<file path="config.mk">
export PLATFORM = sky130hd
export DESIGN_NAME = period_generator
export DESIGN_NICKNAME = d
export VERILOG_FILES = /design/src/rtl/period_pkg.sv /design/src/rtl/period_clamp.sv /design/src/rtl/period_generator.sv
export SDC_FILE = /design/constraint.sdc
export NUM_CORES = 1
export LEC_CHECK = 0
export ABC_CLOCK_PERIOD_IN_PS = 6080
export CAP_MARGIN = 20
export CORE_MARGIN = 1.5
export CORE_UTILIZATION = 53
export DETAILED_ROUTE_END_ITERATION = 10
export GPL_TIMING_DRIVEN = 1
export PLACE_DENSITY = 0.77
export SLEW_MARGIN = 20
export SYNTH_ARGS = -nofsm -noshare
export SYNTH_HDL_FRONTEND = slang
export SYNTH_SLANG_ARGS = --single-unit
</file>
<file path="constraint.sdc">
create_clock -name iClk -period 6.08 [get_ports iClk]
set_input_delay 1.216 -clock iClk [delete_from_list [all_inputs] [get_ports iClk]]
set_output_delay 1.216 -clock iClk [all_outputs]
set_load 0.03 [all_outputs]
</file>
<file path="src/rtl/period_pkg.sv">
// period_pkg: limits and state encoding shared by the period generator and measurement blocks
package period_pkg;
  localparam int PERIOD_W = 14;
  localparam int MAX_PERIOD = 10000;
  localparam int MIN_PERIOD = 2;
  typedef enum logic {IDLE, RUN} state_t;
endpackage

</file>
<file path="src/rtl/period_clamp.sv">
// period_clamp: clamps a requested (period, high) pair into the legal range
module period_clamp #(
  parameter int MIN_P = period_pkg::MIN_PERIOD,
  parameter int MAX_P = period_pkg::MAX_PERIOD
) (
  input  logic [period_pkg::PERIOD_W-1:0] i_period,
  input  logic [period_pkg::PERIOD_W-1:0] i_high,
  output logic [period_pkg::PERIOD_W-1:0] o_period,
  output logic [period_pkg::PERIOD_W-1:0] o_high
);
  import period_pkg::*;
  localparam logic [PERIOD_W-1:0] P_MIN = PERIOD_W'(MIN_P);
  localparam logic [PERIOD_W-1:0] P_MAX = PERIOD_W'(MAX_P);
  logic [PERIOD_W-1:0] w_lo;
  always_comb begin
    w_lo = i_period < P_MIN ? P_MIN : i_period;
    o_period = w_lo > P_MAX ? P_MAX : w_lo;
    o_high = i_high > o_period ? o_period : i_high;
  end
endmodule

</file>
<file path="src/rtl/period_generator.sv">
// period_generator: double-buffered programmable square-wave generator
module period_generator #(
  parameter int MAX_PERIOD = period_pkg::MAX_PERIOD,
  parameter int MIN_PERIOD = period_pkg::MIN_PERIOD
) (
  input  logic                            iClk,
  input  logic                            iRst,
  input  logic                            iCE,
  input  logic                            iRun,
  input  logic                            iLoad,
  input  logic [period_pkg::PERIOD_W-1:0] iPeriod,
  input  logic [period_pkg::PERIOD_W-1:0] iHigh,
  output logic                            oSignal,
  output logic                            oWrap,
  output logic                            oBusy,
  output logic                            oPending
);
  import period_pkg::*;
  state_t r_state, w_state_nx;
  logic [PERIOD_W-1:0] r_cnt, r_per, r_high, r_pper, r_phigh;
  logic [PERIOD_W-1:0] w_cp, w_ch, w_cnt_nx, w_per_nx, w_high_nx;
  logic r_pend, r_sig, r_wrap;
  logic w_end, w_apply_new, w_stash, w_sig_nx, w_pend_nx;
  period_clamp #(.MIN_P(MIN_PERIOD), .MAX_P(MAX_PERIOD)) u_clamp (
    .i_period(iPeriod),
    .i_high  (iHigh),
    .o_period(w_cp),
    .o_high  (w_ch)
  );
  // A load landing on the boundary tick wins over any older pending pair
  always_comb begin
    w_end = r_state == RUN && iCE && r_cnt == r_per - 1'b1;
    w_apply_new = iLoad && (r_state == IDLE || w_end);
    w_stash = iLoad && r_state == RUN && !w_end;
    w_state_nx = r_state == IDLE ? (iRun ? RUN : IDLE) : (w_end && !iRun ? IDLE : RUN);
    w_per_nx = w_apply_new ? w_cp : (w_end && r_pend) ? r_pper : r_per;
    w_high_nx = w_apply_new ? w_ch : (w_end && r_pend) ? r_phigh : r_high;
    w_cnt_nx = (r_state == IDLE || w_end) ? '0 : iCE ? r_cnt + 1'b1 : r_cnt;
    w_sig_nx = w_state_nx == IDLE ? 1'b0 : (r_state == IDLE || iCE) ? w_cnt_nx < w_high_nx : r_sig;
    w_pend_nx = w_stash ? 1'b1 : w_end ? 1'b0 : r_pend;
  end
  always_ff @(posedge iClk) begin
    if (iRst) begin
      r_state <= IDLE;
      r_cnt <= '0;
      r_per <= PERIOD_W'(MAX_PERIOD);
      r_high <= '0;
      r_pper <= '0;
      r_phigh <= '0;
      r_pend <= 1'b0;
      r_sig <= 1'b0;
      r_wrap <= 1'b0;
    end else begin
      r_state <= w_state_nx;
      r_cnt <= w_cnt_nx;
      r_per <= w_per_nx;
      r_high <= w_high_nx;
      r_pend <= w_pend_nx;
      r_sig <= w_sig_nx;
      r_wrap <= w_end;
      if (w_stash) begin
        r_pper <= w_cp;
        r_phigh <= w_ch;
      end
    end
  end
  assign oSignal = r_sig;
  assign oWrap = r_wrap;
  assign oBusy = r_state == RUN;
  assign oPending = r_pend;
endmodule

</file>
==> metrics.md, run 1 <==
| Metric | Value |
|---|---|
| Status | `finished clean` |
| Most frequent cells in the layout | `nor2_1, dfxtp_1, mux2i_1, clkdlybuf4s50_1, ha_1` |
| Clk Latency, worst-skew pair | `360 ps` |
| PnR Total Power | `1.23 mW` |
| Num CTS Buffers | `9` |
| Root buf cell | `clkbuf_8` |
| Max Clock Skew | `13.5 ps` |
| Leakage | `2.27 nW` |
| P&R area growth vs syn | `18.0%` |
| Critical path's slowest cell | `or4_1` |
| Largest net degree at the start of global routing | `76` |
| Cells after synthesis | `544` |
| Fillers | `645` |
| Die width | `96.2 um` |
| Pwr dens | `227 nW/um2` |
| CP Max Fanout | `4` |
| CP Capture Type | `flip-flop` |
| EDFF count, synth | `0` |
| Die ar. | `9260 um2` |
| Reg-to-Reg End | `oSignal` |
| Min Hold Slack | `461 ps` |
| GRT Overall Usage | `27.4%` |
| Internal power | `0.881 mW` |
| Hold_sp | `r_phigh[8]` |
| Commonest non-fill, non-tap cell in the layout | `nor2_1` |
| GP Congestion | `0.928` |
| Overflow after GRT | `0` |
| Core area | `8300 um2` |
| Net Sw Frac | `28.5%` |
| Max Slew Vio Count | `0` |
| Clock-pin slew on the worst setup and hold paths | `80 ps` |
| Avg Cell Area, Syn | `8.47 um2` |
| Final hold vios | `0` |
| Vias in the first global route | `3930` |
| Async set-reset flop share out of synthesis | `0%` |
| H-tree levels | `3` |
| Worst r2r src | `r_per[0]` |
| Aggregate negative setup slack | `0 ps` |
| ANT cells | `0` |
| Cells on worst reg2reg path | `19` |
| Power share of the sequential group | `43.1%` |
| CTS tree | `done` |
| Setup violators final | `0` |
| Final nets | `642` |
| YS warnings | `0` |
| Critical Path Max Stage Delay | `530 ps` |
| Via count | `4176` |
| R2r setup slk | `790 ps` |
| Critical path, cell by cell | `clkdlybuf4s50_1 > or4_1 > nor2_2 > a21o_1 > nand2b_1 > inv_1 > ha_1 > a41oi_1 > o21ai_0 > o311ai_1 > o2111ai_1 > o21ai_2 > buf_4 > buf_6 > buf_4 > mux2_2 > o21ai_0 > ha_1 > nand4_1 > or2_2 > o221ai_1 > a221o_1 > o41a_1 > a31oi_1` |
| Minimum clock period | `5770 ps` |
| Post-DP HPWL | `8830 um` |
| WL final | `12100 um` |
| Critical path class | `input port to flip-flop` |
| Syn nets | `606` |
| Psw | `0.351 mW` |
| Vias per cell | `6.05` |
| Global-route wire length before repair | `19100 um` |
| Initial DRC Count | `203` |
| DR WL/cell | `17.6 um` |
| Slew at the pin with the worst max-slew slack | `886 ps` |
| IO Count | `37` |
| DRC violations left | `0` |
| Worst Hold Class | `flip-flop to flip-flop` |
| Clk sinks | `74` |
| Most common flop cell mapped by yosys | `dfxtp_1` |
| Combinational Power Share | `21.5%` |
| Post-synthesis sequential area ratio | `32.2%` |
| Clock Path Buffers | `2` |
| DRT Pass-1 Iters | `5` |
| Final critical-path share of the clock period | `94.9%` |
| Initial antenna violation count | `0` |
| Max Cap Viol | `0` |
| CP Launch Type | `input port` |
| Post-synthesis cell type count | `58` |
| Post-route ant nets | `0` |
| Cts-stage hold buffer count | `0` |
| VDD IR max | `0.184 mV` |
| Post-Syn Area | `4610 um2` |
| Initial Util | `55.5%` |
| Share of cells above drive strength 1 | `12.0%` |
| Slew HR | `40.9%` |
| Core Util, Final | `65.5%` |
| CP required | `6360 ps` |
| Die Y | `96.2 um` |
| PortBufs | `36` |
| Clock Power Share | `35.4%` |
| Worst hold stages | `2` |
| Seq cells post-synth | `74` |
| Number of placement rows | `33` |
| Hold EP | `r_phigh[8]` |
| Fmax achieved | `0.173 GHz` |
| CP Data Arrival Time | `6050 ps` |
-- flip-flops by register name, summed over array words and instances (netlist names) --
name	cells
r_per	14
r_pper	14
oWrap	1
r_cnt	14
r_high	14
oPending	1
oSignal	1
r_phigh	14
oBusy	1
-- cell type report --
class	count	area [um2]	share of cell area (%)
multi-input combinational	415	2950	54.2
sequential	74	1480	27.3
timing repair buffer	57	559	10.3
clock buffer	11	141	2.60
tap	105	131	2.42
clock inverter	5	86.3	1.59
inverter	23	86.3	1.59
-- worst max path at each step --
| stage | slack, ps | depth (start not counted) | endpoint | start |
|---|---|---|---|---|
| after floorplan | 270 | 23 | oSignal | iPeriod[12] |
| after global placement | 130 | 24 | oSignal | iPeriod[11] |
| after detailed placement | -90 | 24 | oSignal | iPeriod[11] |
| after CTS | 240 | 24 | oSignal | iPeriod[11] |
| after global routing | -20 | 25 | oSignal | iPeriod[11] |
| final | 310 | 24 | oSignal | iPeriod[11] |
-- through the flow --
step	cell area [um2]	std cells	worst slack, ps
2_1_floorplan	4610	544	273
3_3_place_gp	5080	667	134
3_5_place_dp	5080	667	-89.7
4_1_cts	5310	683	241
5_1_grt	5430	690	-23.3
6_report	5430	690	310
-- critical path: cells and delay by family --
family,cells,cell delay (ps)
multiplexers,1,370
adder cells (fa/ha/maj),2,560
AO/OA/AOI/OAI,11,2080
buffers and inverters,5,900
AND/OR/NAND/NOR,5,950
-- power by group through the flow --
stage               clock [mW]  combinational [mW]  sequential, mW
global placement             0               0.231           0.541
CTS                      0.441               0.241           0.531
floorplan                    0               0.159           0.537
global route             0.460               0.288           0.534
finish                   0.436               0.265           0.532
detailed placement           0               0.239           0.542
-- routing by layer --
| layer | routed length (um) | up-vias | global-route usage [%] |
|---|---|---|---|
| li1 | - | 2009 | - |
| met1 | 5440 | 2010 | 34.2 |
| met2 | 5630 | 126 | 45.6 |
| met3 | 635 | 31 | 5.45 |
| met4 | 408 | 0 | 11.4 |
| met5 | 0 | - | 0 |
-- synth_stat cells, types with 5 or more instances --
cell,instances,area [um2]
mux2i_1,51,510
dfxtp_1,74,1480
o21ai_0,9,45.0
or2_1,5,31.3
and2_1,5,31.3
nor4_1,6,37.5
nand3_1,11,55.1
a211oi_1,21,158
nand2b_1,8,50.1
ha_1,29,363
inv_1,23,86.3
a21oi_1,25,125
nor2_1,85,319
nand2_1,24,90.1
or3_1,5,31.3
clkbuf_1,23,86.3
buf_2,5,25.0
xnor2_1,15,131
nand4_1,10,62.6
xor2_1,14,123
mux2_2,14,158
nor3_1,25,125
-- timing repair --
action | in CTS | in global routing
endpoints found under the setup margin | 0 | 1
setup buffers | 0 | 6
resized for setup | 0 | 15
-- cell families (layout without fill, tap and decap cells) --
| logic type | after synthesis | count (layout) | share of synthesized area (%) |
|---|---|---|---|
| buf+inv | 55 | 96 | 5.27 |
| compound gates | 86 | 86 | 12.8 |
| mux | 65 | 65 | 14.5 |
| xor+xnor | 29 | 29 | 5.51 |
| simple gates | 206 | 206 | 21.8 |
| flops | 74 | 74 | 32.2 |
| fa+ha+maj | 29 | 29 | 7.88 |
(Power assumes the default switching activity.)
==> run 2, diff against run 1 <==
- RECOVER_POWER: unset -> 50
==> run 2 against run 1 <==
Net effect: the flow now finishes with violations (capacitance limit); non-clock buffer count did not move; final cell count did not move; sequential cell count unchanged; die area stayed put; critical endpoint unchanged; largest cell class unchanged.
==> metrics.md, run 2 (same netlist as run 1, synthesis figures left out) <==
| Metric | Value |
|---|---|
| CP Max Fanout | `4 (unchanged)` |
| CP Capture Type | `flip-flop` |
| IO Count | `37 (unchanged)` |
| Slew HR | `0.0885% (-41 points)` |
| Largest net degree at the start of global routing | `76 (unchanged)` |
| Min Hold Slack | `461 ps (+0.426 ps)` |
| DRT Pass-1 Iters | `4 (-1)` |
| Reg-to-Reg End | `oSignal` |
| Internal power | `0.880 mW (-0.12%)` |
| Worst Hold Class | `flip-flop to flip-flop` |
| Psw | `0.353 mW (+0.48%)` |
| CTS tree | `done` |
| Initial antenna violation count | `0 (unchanged)` |
| Pwr dens | `228 nW/um2 (+0.44%)` |
| Worst hold stages | `2 (unchanged)` |
| Minimum clock period | `5780 ps (+8.53 ps)` |
| Critical Path Most Common Cell | `ha_1` |
| Clock Power Share | `35.5% (about the same)` |
| Critical path's slowest cell | `or4_1` |
| Cells on worst reg2reg path | `19 (unchanged)` |
| Buf/Inv on CP | `4 (-1)` |
| Clock Path Buffers | `2 (unchanged)` |
| Initial DRC Count | `197 (-3.0%)` |
| Global-route wire length before repair | `19100 um (unchanged)` |
| Number of placement rows | `33 (unchanged)` |
| H-tree levels | `3 (unchanged)` |
| CP top delay family | `compound AO/OA/AOI/OAI gates` |
| Die ar. | `9260 um2 (unchanged)` |
| Hold EP | `r_phigh[8]` |
| Post-route ant nets | `0 (unchanged)` |
| DR WL/cell | `17.5 um (-0.53%)` |
| CP Data Arrival Time | `6070 ps (+20 ps)` |
| P&R area growth vs syn | `17.5%` |
| Overflow after GRT | `0 (unchanged)` |
| Clock-pin slew on the worst setup and hold paths | `80 ps (about the same)` |
| Root buf cell | `clkbuf_8` |
| Initial Util | `55.5% (unchanged)` |
| Clk Latency, worst-skew pair | `360 ps (about the same)` |
| Final hold vios | `0 (unchanged)` |
| VDD IR max | `0.184 mV (about the same)` |
| Post-DP HPWL | `8830 um (unchanged)` |
| Failing checks | `capacitance limit` |
| Max Slew Vio Count | `0 (unchanged)` |
| Num CTS Buffers | `9 (unchanged)` |
| DRC violations left | `0 (unchanged)` |
| Status | `complete, but fails checks` |
| Fmax achieved | `0.173 GHz (-0.15%)` |
| Critical path class | `input port to flip-flop` |
| Critical path, cell by cell | `clkdlybuf4s50_1 > or4_1 > nor2_2 > a21o_1 > nand2b_1 > inv_1 > ha_1 > a41oi_1 > o21ai_0 > o311ai_1 > o2111ai_1 > o21ai_2 > buf_4 > buf_6 > mux2i_1 > mux2_2 > ha_1 > a21oi_1 > o21ai_1 > a21oi_2 > o221ai_1 > a221o_1 > o41a_1 > a31oi_1` |
| PnR Total Power | `1.23 mW (about the same)` |
| Leakage | `2.28 nW (+0.16%)` |
| Final nets | `642 (unchanged)` |
| Worst r2r src | `r_per[0]` |
| Via count | `4142 (-0.81%)` |
| PortBufs | `36 (unchanged)` |
| Final critical-path share of the clock period | `95.0% (+0.14 points)` |
| GRT Overall Usage | `27.4% (unchanged)` |
| Vias in the first global route | `3930 (unchanged)` |
| Setup violators final | `0 (unchanged)` |
| Core area | `8300 um2 (unchanged)` |
| Commonest non-fill, non-tap cell in the layout | `nor2_1` |
| Combinational Power Share | `21.4% (about the same)` |
| WL final | `12000 um (-0.53%)` |
| Net Sw Frac | `28.6% (+0.12 points)` |
| Die Y | `96.2 um (unchanged)` |
| Vias per cell | `6.00 (-0.81%)` |
| Hold_sp | `r_phigh[8]` |
| R2r setup slk | `550 ps (-240 ps)` |
| Critical Path Max Stage Delay | `530 ps (about the same)` |
| Power share of the sequential group | `43.1% (about the same)` |
| Post-Layout Inst Area | `5410 um2 (-0.39%)` |
| Clk sinks | `74 (unchanged)` |
| Share of cells above drive strength 1 | `10.9% (-1.0 points)` |
| Slew at the pin with the worst max-slew slack | `1490 ps (+607 ps)` |
| ANT cells | `0 (unchanged)` |
| GP Congestion | `0.928 (unchanged)` |
| Max Clock Skew | `12.0 ps (-1.46 ps)` |
| DP Area | `5080 um2 (unchanged)` |
| Die width | `96.2 um (unchanged)` |
| CP Launch Type | `input port` |
| Most frequent cells in the layout | `nor2_1, dfxtp_1, mux2i_1, clkdlybuf4s50_1, ha_1` |
| Max Cap Viol | `1 (+1)` |
| CP required | `6370 ps (about the same)` |
-- run 2: final cells by class --
type | count | area, um2
clock buffers | 11 | 141
clock inverters | 5 | 86.3
fillers | 649 | 2890
inverters | 23 | 86.3
multi-input cells | 415 | 2930
flip-flops and latches | 74 | 1480
well taps | 105 | 131
repair buffers | 57 | 559
-- run 2: repair_timing --
| item | CTS | global route |
|---|---|---|
| resized for setup | 0 | 15 |
| buffers inserted | 0 | 6 |
| hold buffers | 0 | 0 |
| endpoints found under the hold margin | 0 | 0 |
| setup endpoints to repair | 0 | 1 |
-- run 2: tightest hold or removal path: cells and delay by family, from the launching register on --
family,cells,cell delay (ps)
DFF,1,310
AOI/OAI and AO/OA,1,50
and+or+nand+nor,1,50
-- run 2: power groups by stage --
stage          sequential, mW  clock, mW  combinational, mW
5_1_grt                 0.534      0.460              0.287
4_1_cts                 0.531      0.441              0.241
2_1_floorplan           0.537          0              0.159
3_3_place_gp            0.541          0              0.231
3_5_place_dp            0.542          0              0.239
6_report                0.532      0.438              0.263
-- run 2: through the flow --
step,std cells,utilization [%],setup slack (ps),TNS [ps]
floorplan,544,-,273,0
global placement,667,61.3,134,0
detailed placement,667,61.3,-89.7,-89.7
CTS,683,64.0,241,0
global route,690,65.2,-23.8,-23.8
finish,690,65.2,302,0
-- run 2: how the worst max path moves through the flow --
stage / start / end / slack [ps] / cells after the start
after floorplan: iPeriod[12] / oSignal / 270 / 23
after global placement: iPeriod[11] / oSignal / 130 / 24
after detailed placement: iPeriod[11] / oSignal / -90 / 24
after CTS: iPeriod[11] / oSignal / 240 / 24
after global routing: iPeriod[11] / oSignal / -20 / 25
final: iPeriod[11] / oSignal / 300 / 24
-- run 2: layer usage --
| metal | up-vias | global-route usage (%) | share of wire [%] |
|---|---|---|---|
| met5 | - | 0 | 0 |
| met4 | 0 | 11.4 | 3.2 |
| met3 | 26 | 5.45 | 4.3 |
| met2 | 112 | 45.6 | 47 |
| met1 | 1994 | 34.2 | 46 |
| li1 | 2010 | - | - |
==> run 3, diff against run 2 <==
==> constraint.sdc (replaced) <==
create_clock -name iClk -period 6.08 [get_ports iClk]
set_input_delay 1.824 -clock iClk [delete_from_list [all_inputs] [get_ports iClk]]
set_output_delay 1.824 -clock iClk [all_outputs]
set_load 0.03 [all_outputs]
==> run 3 against run 2 <==
Net effect: the flow finishes with violations (capacitance limit, slew limit); clock power about the same; largest power group unchanged; final cell count grew 5.8%; critical path type unchanged; first-iteration DRC count rose by 58%; clock skew down 1.4 ps.
==> metrics.md, run 3 (same netlist as run 1, synthesis figures left out) <==
| Metric | Value |
|---|---|
| PortBufs | `36 (unchanged)` |
| Initial antenna violation count | `0 (unchanged)` |
| Most frequent cells in the layout | `nor2_1, dfxtp_1, buf_4, mux2i_1, nor3_1` |
| Die Y | `96.2 um (unchanged)` |
| Max Slew Vio Count | `21 (+21)` |
| CTS tree | `done` |
| CP Data Arrival Time | `6310 ps (+240 ps)` |
| Fmax achieved | `0.166 GHz (-4.1%)` |
| Worst r2r src | `r_per[0]` |
| Die ar. | `9260 um2 (unchanged)` |
| Setup ws final | `55.4 ps (-246 ps)` |
| Max Clock Skew | `10.6 ps (-1.41 ps)` |
| CP Capture Type | `flip-flop` |
| ANT cells | `0 (unchanged)` |
| Post-DP HPWL | `9470 um (+7.4%)` |
| H-tree levels | `3 (unchanged)` |
| Failing checks | `capacitance limit, slew limit` |
| IO Count | `37 (unchanged)` |
| Pwr dens | `218 nW/um2 (-4.4%)` |
| Root buf cell | `clkbuf_8` |
| Clk Latency, worst-skew pair | `360 ps (about the same)` |
| Fillers | `610 (-6.0%)` |
| R2r setup slk | `790 ps (+240 ps)` |
| Clock-pin slew on the worst setup and hold paths | `80 ps (about the same)` |
| GP Congestion | `0.989 (+6.6%)` |
| Dpl ws | `-663 ps (-573 ps)` |
| Commonest non-fill, non-tap cell in the layout | `nor2_1` |
| Number of placement rows | `33 (unchanged)` |
| DRT Pass-1 Iters | `5 (+1)` |
| Vias per cell | `6.16 (+2.6%)` |
| Cells on worst reg2reg path | `17 (-2)` |
| Die width | `96.2 um (unchanged)` |
| Status | `complete, but fails checks` |
| Clock Path Buffers | `2 (unchanged)` |
| Min Hold Slack | `460 ps (-1.08 ps)` |
| Overflow after GRT | `0 (unchanged)` |
| Worst Hold Class | `flip-flop to flip-flop` |
| Worst hold stages | `2 (unchanged)` |
| Leakage | `2.58 nW (+14%)` |
| Initial DRC Count | `311 (+58%)` |
| P&R area growth vs syn | `28.7%` |
| Final hold vios | `0 (unchanged)` |
| Largest net degree at the start of global routing | `76 (unchanged)` |
| CP Launch Type | `input port` |
| Post-route ant nets | `0 (unchanged)` |
| Critical path class | `input port to flip-flop` |
| VDD IR max | `0.144 mV (-22%)` |
| Reg-to-Reg End | `oSignal` |
| Global-route wire length before repair | `21200 um (+11%)` |
| GRT Overall Usage | `30.2% (+2.9 points)` |
| Final critical-path share of the clock period | `99.1% (+4.1 points)` |
| Minimum clock period | `6020 ps (+246 ps)` |
| Setup violators final | `0 (unchanged)` |
| Clk sinks | `74 (unchanged)` |
| Initial Util | `55.5% (unchanged)` |
| CP Max Fanout | `5 (+1)` |
| DR WL/cell | `19.5 um (+12%)` |
| Max Cap Viol | `1 (unchanged)` |
| WL final | `14300 um (+18%)` |
| Hold_sp | `r_phigh[8]` |
| Slew at the pin with the worst max-slew slack | `1750 ps (+254 ps)` |
| DRC violations left | `0 (unchanged)` |
| CP required | `6370 ps (about the same)` |
| Core area | `8300 um2 (unchanged)` |
| Share of cells above drive strength 1 | `22.2% (+11 points)` |
| Hold EP | `r_phigh[8]` |
| Slew HR | `-16.9% (-17 points)` |
| Via count | `4497 (+8.6%)` |
| Final nets | `682 (+6.2%)` |
| Num CTS Buffers | `9 (unchanged)` |
| Vias in the first global route | `4444 (+13%)` |
| Aggregate negative setup slack | `0 ps (unchanged)` |
## run 3: changes by cell type in the layout (fill, tap and decap cells not counted), sizes merged
cell / before / now
buf: 21 / 58
clkdlybuf4s50: 31 / 18
dlymetal6s2s: 0 / 8
clkbuf: 12 / 15
clkdlybuf4s15: 0 / 2
inv: 24 / 26
dlygate4sd3: 4 / 5
## run 3: final cells by class
cell class,instances,area (um2),area share (%)
multi-input cells,415,3160,53.4
flip-flops and latches,74,1480,25.0
repair buffers,97,840,14.2
well taps,105,131,2.22
clock buffers,9,124,2.09
clock inverters,7,100,1.69
inverters,23,86.3,1.46
## run 3: per-stage QoR
step	util, %	instances	power, mW	cell area (um2)
after floorplan	-	544	0.698	4620
final	71.4	730	1.29	5930
after CTS	69.4	727	1.26	5760
after global routing	71.4	730	1.34	5930
after detailed placement	64.8	707	0.807	5380
after global placement	64.8	707	0.796	5380
## run 3: worst max-delay path by stage
stage / from / to / slack, ps / cells after the start
global route: iPeriod[6] / oSignal / -60 / 24
CTS: iPeriod[3] / oSignal / 7 / 24
finish: iPeriod[6] / oSignal / 60 / 24
floorplan: iPeriod[12] / oSignal / 70 / 23
global placement: iPeriod[12] / oSignal / -390 / 23
detailed placement: iPeriod[12] / oSignal / -660 / 24
## run 3: where the power goes
part / internal [mW] / switching [mW] / leakage [nW]
clock network: 0.235 / 0.206 / 0.115
logic: 0.152 / 0.165 / 1.86
registers: 0.510 / 0.0233 / 0.605
total: 0.897 / 0.394 / 2.58
## run 3: per-layer routing
| metal | wire length (um) | part of all wire [%] | vias up | track usage, % |
|---|---|---|---|---|
| met5 | 0 | 0 | - | 0 |
| met2 | 6940 | 49 | 205 | 53.8 |
| li1 | - | - | 2083 | - |
| met4 | 593 | 4.2 | 0 | 12.7 |
| met3 | 965 | 6.8 | 67 | 5.53 |
| met1 | 5770 | 40 | 2142 | 35.2 |
## run 3: critical path, stage by stage
cell	delay [ps]
clkdlybuf4s15_1	180
or4_4	490
nor2_4	110
a21o_1	190
buf_6	130
and2_4	140
inv_1	60
ha_4	290
nand2_4	60
nor2_4	150
nand2_4	90
buf_4	160
o21ai_4	280
buf_6	170
mux2i_1	130
mux2_2	340
ha_1	200
nor3_1	260
o21ai_2	110
a41oi_2	200
o221ai_2	120
a221o_1	350
o41a_1	120
a31oi_1	140
## run 3: repair_timing
action,4_1_cts,5_1_grt
buffers inserted,4,3
hold buffers,0,0
pin swaps,12,20
setup endpoints to repair,1,1
gates resized for setup,33,45
